### config.mk
export PLATFORM = sky130hd
export DESIGN_NAME = i2s_rx
export DESIGN_NICKNAME = d
export VERILOG_FILES = /design/src/rtl/i2s_rx.sv
export SDC_FILE = /design/constraint.sdc
export NUM_CORES = 1
export LEC_CHECK = 0
export ABC_AREA = 1
export CAP_MARGIN = 20
export CELL_PAD_IN_SITES_DETAIL_PLACEMENT = 0
export CELL_PAD_IN_SITES_GLOBAL_PLACEMENT = 2
export CORE_MARGIN = 3
export CORE_UTILIZATION = 35
export CTS_BUF_LIST = sky130_fd_sc_hd__clkbuf_4 sky130_fd_sc_hd__clkbuf_8
export CTS_CLUSTER_DIAMETER = 60
export DETAILED_ROUTE_END_ITERATION = 8
export PLACE_DENSITY = 0.76
export SKIP_LAST_GASP = 1
export SYNTH_ARGS = -nofsm -noshare
export SYNTH_HDL_FRONTEND = slang
export SYNTH_SLANG_ARGS = --single-unit
### constraint.sdc
create_clock -name clk -period 1.9 [get_ports clk]
set_input_delay 0.57 -clock clk [delete_from_list [all_inputs] [get_ports clk]]
set_output_delay 0.57 -clock clk [all_outputs]
set_load 0.05 [all_outputs]
### src/rtl/i2s_rx.sv
`default_nettype none
`timescale 1ns/1ps
// i2s_rx: oversampling I2S receiver that delivers complete left/right pairs in the clk domain.
// Revision 1.0
module i2s_rx #(
  parameter int DATA_BITS = 16,
  parameter int CNT_W     = 6
) (
  input  logic                 clk,
  input  logic                 reset_n,
  input  logic                 rx_sclk,
  input  logic                 rx_lrclk,
  input  logic                 rx_sd,
  output logic [DATA_BITS-1:0] audio_l,
  output logic [DATA_BITS-1:0] audio_r,
  output logic                 rd_valid,
  output logic                 frame_err
);

  localparam logic [CNT_W-1:0] C_CNT_MAX  = {CNT_W{1'b1}};
  localparam logic [CNT_W-1:0] C_CNT_LAST = CNT_W'(DATA_BITS - 1);

  typedef enum logic [1:0] {
    ST_SYNC  = 2'd0,
    ST_LEFT  = 2'd1,
    ST_RIGHT = 2'd2
  } state_t;

  // Bit order in the synchronizer vectors: [2] sclk, [1] lrclk, [0] sd.
  logic [2:0]           sync1_q;
  logic [2:0]           sync2_q;
  logic                 sclk_d3_q;

  logic                 w_sclk_rise;
  logic                 w_lr;
  logic                 w_sd;
  logic                 w_boundary;
  logic                 w_well_formed;
  logic [DATA_BITS-1:0] w_word;

  logic [DATA_BITS-2:0] shift_q;
  logic [DATA_BITS-2:0] shift_d;
  logic [CNT_W-1:0]     bit_cnt_q;
  logic [CNT_W-1:0]     bit_cnt_d;
  logic                 lr_prev_q;
  logic                 lr_prev_d;

  state_t               state_q;
  logic [DATA_BITS-1:0] left_hold_q;
  logic [DATA_BITS-1:0] audio_l_q;
  logic [DATA_BITS-1:0] audio_r_q;
  logic                 rd_valid_q;
  logic                 frame_err_q;

  always_ff @(posedge clk or negedge reset_n) begin
    if (!reset_n) begin
      sync1_q   <= 3'b000;
      sync2_q   <= 3'b000;
      sclk_d3_q <= 1'b0;
    end else begin
      sync1_q   <= {rx_sclk, rx_lrclk, rx_sd};
      sync2_q   <= sync1_q;
      sclk_d3_q <= sync2_q[2];
    end
  end

  assign w_sclk_rise   = sync2_q[2] & ~sclk_d3_q;
  assign w_lr          = sync2_q[1];
  assign w_sd          = sync2_q[0];
  assign w_boundary    = w_sclk_rise & (w_lr != lr_prev_q);
  assign w_well_formed = (bit_cnt_q == C_CNT_LAST);

  // The newest bit completes the word combinationally, so only DATA_BITS-1 bits of history are stored.
  assign w_word = {shift_q, w_sd};

  always_comb begin
    shift_d   = shift_q;
    bit_cnt_d = bit_cnt_q;
    lr_prev_d = lr_prev_q;
    if (w_sclk_rise) begin
      shift_d   = w_word[DATA_BITS-2:0];
      lr_prev_d = w_lr;
      if (w_boundary) begin
        bit_cnt_d = '0;
      end else if (bit_cnt_q != C_CNT_MAX) begin
        bit_cnt_d = bit_cnt_q + 1'b1;
      end
    end
  end

  always_ff @(posedge clk or negedge reset_n) begin
    if (!reset_n) begin
      shift_q   <= '0;
      bit_cnt_q <= '0;
      lr_prev_q <= 1'b0;
    end else begin
      shift_q   <= shift_d;
      bit_cnt_q <= bit_cnt_d;
      lr_prev_q <= lr_prev_d;
    end
  end

  always_ff @(posedge clk or negedge reset_n) begin
    if (!reset_n) begin
      state_q     <= ST_SYNC;
      left_hold_q <= '0;
      audio_l_q   <= '0;
      audio_r_q   <= '0;
      rd_valid_q  <= 1'b0;
      frame_err_q <= 1'b0;
    end else begin
      rd_valid_q  <= 1'b0;
      frame_err_q <= 1'b0;
      if (w_boundary) begin
        case (state_q)
          ST_SYNC: begin
            if (!w_lr) begin
              state_q <= ST_LEFT;
            end
          end
          ST_LEFT: begin
            if (w_lr) begin
              if (w_well_formed) begin
                left_hold_q <= w_word;
                state_q     <= ST_RIGHT;
              end else begin
                frame_err_q <= 1'b1;
                state_q     <= ST_SYNC;
              end
            end
          end
          ST_RIGHT: begin
            if (!w_lr) begin
              if (w_well_formed) begin
                audio_l_q  <= left_hold_q;
                audio_r_q  <= w_word;
                rd_valid_q <= 1'b1;
                state_q    <= ST_LEFT;
              end else begin
                frame_err_q <= 1'b1;
                state_q     <= ST_SYNC;
              end
            end
          end
          default: state_q <= ST_SYNC;
        endcase
      end
    end
  end

  assign audio_l   = audio_l_q;
  assign audio_r   = audio_r_q;
  assign rd_valid  = rd_valid_q;
  assign frame_err = frame_err_q;

endmodule
`default_nettype wire

# Word-level counts from Yosys, hierarchy flattened
# Index checks and enable logic that the tools add are counted.
# totals
ff_bits	81
in_bits	5
output_inout_bits	34
elab_cells	48
# classes
n_addsub	1
eq_ne	8
mux	17
bitwise	4
n_reduce_logical	6
# ops
op	count
two-way mux 6 bit	2
AND reduction 4 bit	3
two-way mux 1 bit	9
two-way mux 2 bit	4
adder 6 x 1 -> 6 bit, second input constant	1
== test 6 x 4 -> 1 bit, second input constant	1
inequality test 2 bit, second input constant	3
inequality test 6 bit, second input constant	1
one-hot mux 2 bit (3 select lines)	1
bitwise AND 1 bit	2
== test 2 x 1 -> 1 bit, second input constant	1
== test 2 bit, second input constant	1
zero test 2 bit	1
NOT 1 bit	2
one-hot mux 1 bit (2 select lines)	1
AND reduction 2 bit	1
nonzero test 2 bit	1
inequality test 1 bit	1

# Logic depth before layout (Yosys ltp)
# depth
ltp_word	5
depth_mapped	8
ltp_nobuf	7

# Least setup slack after synthesis
# Ideal clock, no wire load.
# synth_timing
kind	register to register
start	register bit_cnt_q[0]
end	register audio_l_q[0], in the netlist audio_l[0]
t_arrival_ps	1263
required_ps	1777
setup_slack_ps	514
stages_incl_launch_ff	8
path_buffers	1
synth_period_minus_slack_ps	1386
path_cell_list	dfrtp_1 -> ha_1 -> nand3_4 -> nor2_8 -> nand2_4 -> clkbuf_2 -> o21ai_0 -> nand2_1
# synth_via
elab_chain_len	2
# synth_rtl
item	line	text
start, declared	43	logic [CNT_W-1:0] bit_cnt_q;
start signal, assigned	98	bit_cnt_q <= bit_cnt_d;
== test 6 x 4 -> 1 bit	71	assign w_well_formed = (bit_cnt_q == C_CNT_LAST);
AND reduction 4 bit (no line)	n/a	
end signal, assigned	135	audio_l_q <= left_hold_q;
end, declared	50	logic [DATA_BITS-1:0] audio_l_q;
# Every way passes these cells.
# A chain may end at the register's enable or synchronous reset.

# Final worst setup path
# layout_timing
start	register bit_cnt_q[1]
end	register audio_r_q[2], in the netlist audio_r[2]
# layout_via
elab_chain_len	2
# layout_rtl
item	line	text
== test 6 x 4 -> 1 bit	71	
AND reduction 4 bit (no line)	n/a	
end signal, assigned	136	audio_r_q <= w_word;
end, declared	51	logic [DATA_BITS-1:0] audio_r_q;
# Every way passes these cells.

==> results <==
- The flow ran to the end, and the final reports show no timing, DRC or antenna violations.
- The capturing element type of the critical path is a flop.
- The most frequently used flop master after synthesis is sky130_fd_sc_hd__dfrtp_1.
- The floorplan step set the die height to 104 um.
- After routing the design area is 4080 um^2.
- The number of antenna violations at the first check in global routing came to 0.
- The max-slew headroom at the worst pin is 74.5%.
- The number of register bits inferred by synthesis is 81.
- Detailed placement ended at an HPWL of 5210 um.
- In this run, distinct cell masters in the synthesized netlist total 24.
- The detailed router placed 2,499 vias in this run.
- The detailed-route DRC error count is 0.
- The maximum fanout along the worst path is 22.
- The total of fill cells in the finished design is 962.
- For this block, the initial DRC count from the detailed router was 102.
- In this run the deepest clock path goes through 2 buffers.
- The post-route clock skew is 0.00688 ns.
- The highest ir drop seen on vdd is 0.369 mV.
- The number of setup buffers added after CTS is 0.
- After Yosys synthesis, full adders, half adders and majority gates account for 1.85% of the synthesized area.
- Cells with a size suffix above 1 make up 17.5% of the layout.
- The routability congestion estimate from global placement is 0.738.
- For this design the ratio of total power to cell area is 941 nW/um^2.
- Clock tree synthesis found a total of 81 sinks.
- The repair_antennas step left the layout with diodes totalling 0.
- The transition at the pin with the smallest max-transition slack is 0.381 ns.
- The width of the chip is 104 um.
- The area fraction in compound gates after synthesis is 8.46%.
- The maximum frequency from static timing analysis is 582 MHz.
- The instance area after placement is 3830 um^2.
- The number of synthesized flops with an enable pin is 0.
- The number of buffers inserted during clock tree synthesis is 9.
- After clock tree synthesis, the clock-pin slew on the worst setup and hold paths is 0.08 ns.
- The final hold violation count was 0.
- Leaving out fill and tap cells, the most frequent cells in the layout are 163 x sky130_fd_sc_hd__nand2_1, 81 x sky130_fd_sc_hd__dfrtp_1, 52 x sky130_fd_sc_hd__o21ai_0.
- The path class of the tightest hold or removal check is input port to async pin.
- The total negative slack is 0 ns.
- The combined area of all synthesized cells is 3370 um^2.
- The sequential element share of the synthesized area is 60.1%.
- Prior to clock tree synthesis, the placed netlist has a worst setup slack of 0.165 ns.
- The total congestion overflow after global routing is 0.
- Setup repair after global routing left no endpoint under its margin.
- The H-tree was split into 3 levels.
- After layout, the minimum clock period comes to 1.72 ns.
- The synthesized netlist devotes 0.260% of its cell area to XOR and XNOR gates.
- The per-cell via count in the routed design is 4.59.
- The share of cell area taken by muxes after synthesis is 0%.
- The clock latency on the worst-skew pair is 0.35 ns.
- For the worst setup path, the data arrival time is 1.95 ns.
- The boundary pin count is 39.
- The synthesized-area fraction occupied by and/or/nand/nor cells is 24.9%.
- The starting density of the core is 36.3%.
- Across all register-to-register paths, the minimum setup slack is 0.18 ns.
- Setup slack on the critical path of the routed design comes to 0.182 ns.
- The max-slew violation count is 0.
- Row generation in the floorplan step produced 35 rows.
- At the worst endpoint, the required time is 2.13 ns.
- The most frequent standard cell in the layout excluding fill and tap cells is sky130_fd_sc_hd__nand2_1.
- The area of the core region is 9280 um^2.
- In this run the clock root is driven by a sky130_fd_sc_hd__clkbuf_8.
- The leakage power is 0.00227 uW.
- The largest family of logic cells by synthesized area is simple AND/OR/NAND/NOR gates.
- Port buffering added 38 buffers.
- Yosys printed 0 warnings.
- The final net count is 421.
- The post-route fraction of the period consumed by the critical path is 90.4%.
- The final hold slack is 0.103 ns.
- The filler-free cell count of the finished design is 545.
- The average wire per cell in the routed design is 14.2 um.
- The largest net degree at the start of global routing is 40.
- After synthesis, the mean cell area works out to 9.22 um^2.
- The detail route stage leaves a number of antenna-violating nets equal to 0.
- The floorplan step defined a die boundary enclosing 10,900 um^2.
- Compared with the post-synthesis result, the final layout area differs by 20.8%.
- The number of setup violations in the final report is 0.
- The net count of the mapped netlist is 376.
- TritonCTS built the clock tree.
- The global-route wire length before repair is 13,200 um.
- For this block, the routed nets add up to 7710 um of wire.
- The number of global-route vias before repair is 2,508.
- Counting tap cells, the placed design contains a total of 529 instances.
- The global routing usage summed across all routing layers is 15.2%.
- Counting every instance in the synthesized netlist gives 366.
- The post-synthesis async set-or-reset flop share is 100%.
- STA classifies the critical path startpoint as a flop.
- The detailed-routing iteration count for the pre-antenna-repair pass is 4.
- The critical path start-end classification is flop to flop.
- The count of maximum capacitance violations is 0.
[critical path: stages, from the launching register on]
cell                      delay [ns]
sky130_fd_sc_hd__dfrtp_1        0.39
sky130_fd_sc_hd__ha_1           0.25
sky130_fd_sc_hd__nand3_4        0.13
sky130_fd_sc_hd__nor2_8         0.14
sky130_fd_sc_hd__nand2_4        0.18
sky130_fd_sc_hd__buf_4          0.25
sky130_fd_sc_hd__o21ai_0        0.18
sky130_fd_sc_hd__nand2_1        0.07
[area by class of cell]
cell class,instances,area (um^2),area share (%)
repair buffers,49,392,9.61
well taps,129,161,3.96
inverters,15,56.3,1.38
clock inverters,5,104,2.55
flip-flops and latches,81,2030,49.7
multi-input cells,255,1200,29.4
clock buffers,11,139,3.41
[per-stage QoR]
| step | power [uW] | utilization (%) |
|---|---|---|
| finish | 3840 | 43.9 |
| global route | 4030 | 43.9 |
| CTS | 3880 | 43.9 |
| detailed placement | 2340 | 41.2 |
| global placement | 2340 | 41.2 |
| floorplan | 2190 | - |
[synth_stat cells (3+ instances only)]
cell	number	area [um^2]
sky130_fd_sc_hd__buf_6	4	45.0
sky130_fd_sc_hd__inv_1	15	56.3
sky130_fd_sc_hd__nor2_1	5	18.8
sky130_fd_sc_hd__ha_1	5	62.6
sky130_fd_sc_hd__clkbuf_2	4	20.0
sky130_fd_sc_hd__o21ai_0	52	260
sky130_fd_sc_hd__nand2_1	163	612
sky130_fd_sc_hd__dfrtp_1	81	2030
sky130_fd_sc_hd__nand4_1	3	18.8
sky130_fd_sc_hd__nand3_1	10	50.1
sky130_fd_sc_hd__clkbuf_1	5	18.8
[metal layers]
layer,vias up,wire (um),part of all wire (%),track usage [%]
met5,-,0,0,0
met4,0,88,1.1,4.75
met3,10,305,4.0,4.47
met2,35,3460,45,22.6
met1,1200,3860,50,21.5
li1,1254,-,-,-
[worst paths after layout]
| kind | endpoint | startpoint | cells past startpoint |
|---|---|---|---|
| worst max register to register | audio_r[2]$_DFFE_PN0P_ | bit_cnt_q[1]$_DFFE_PN0P_ | 7 |
| max in group asynchronous | audio_r[0]$_DFFE_PN0P_ | reset_n | 2 |
| worst min-delay path | bit_cnt_q[2]$_DFFE_PN0P_ | reset_n | 1 |
| min in group clk | sync2_q[0]$_DFF_PN0_ | sync1_q[0]$_DFF_PN0_ | 0 |
| worst max-delay path | audio_r[2]$_DFFE_PN0P_ | bit_cnt_q[1]$_DFFE_PN0P_ | 7 |
| worst min register to register | sync2_q[0]$_DFF_PN0_ | sync1_q[0]$_DFF_PN0_ | 0 |
[logic make-up after synthesis]
kind of cell | after synthesis
XOR/XNOR | 1
flip-flops | 81
buffers and inverters | 30
adder cells (fa/ha/maj) | 5
AND/OR/NAND/NOR | 193
AO/OA/AOI/OAI | 56
[flip-flops by register name (all words and copies together) (netlist names)]
signal / cells
state_q: 2
bit_cnt_q: 6
rd_valid: 1
shift_q: 15
sync1_q: 3
left_hold_q: 16
audio_l: 16
audio_r: 16
frame_err: 1
sync2_q: 3
sclk_d3_q: 1
lr_prev_q: 1
[power by group]
| part | internal, uW | total (uW) | switching (uW) |
|---|---|---|---|
| Sequential | 1830 | 1980 | 148 |
| Clock | 903 | 1530 | 626 |
| Combinational | 123 | 325 | 202 |
| Total | 2860 | 3840 | 976 |
[timing repair]
action / in CTS / in global routing
setup endpoints to repair: 0 / 2
resized for setup: 0 / 1
hold buffers: 0 / 0
No activity file was read; power rests on OpenSTA's default activity.
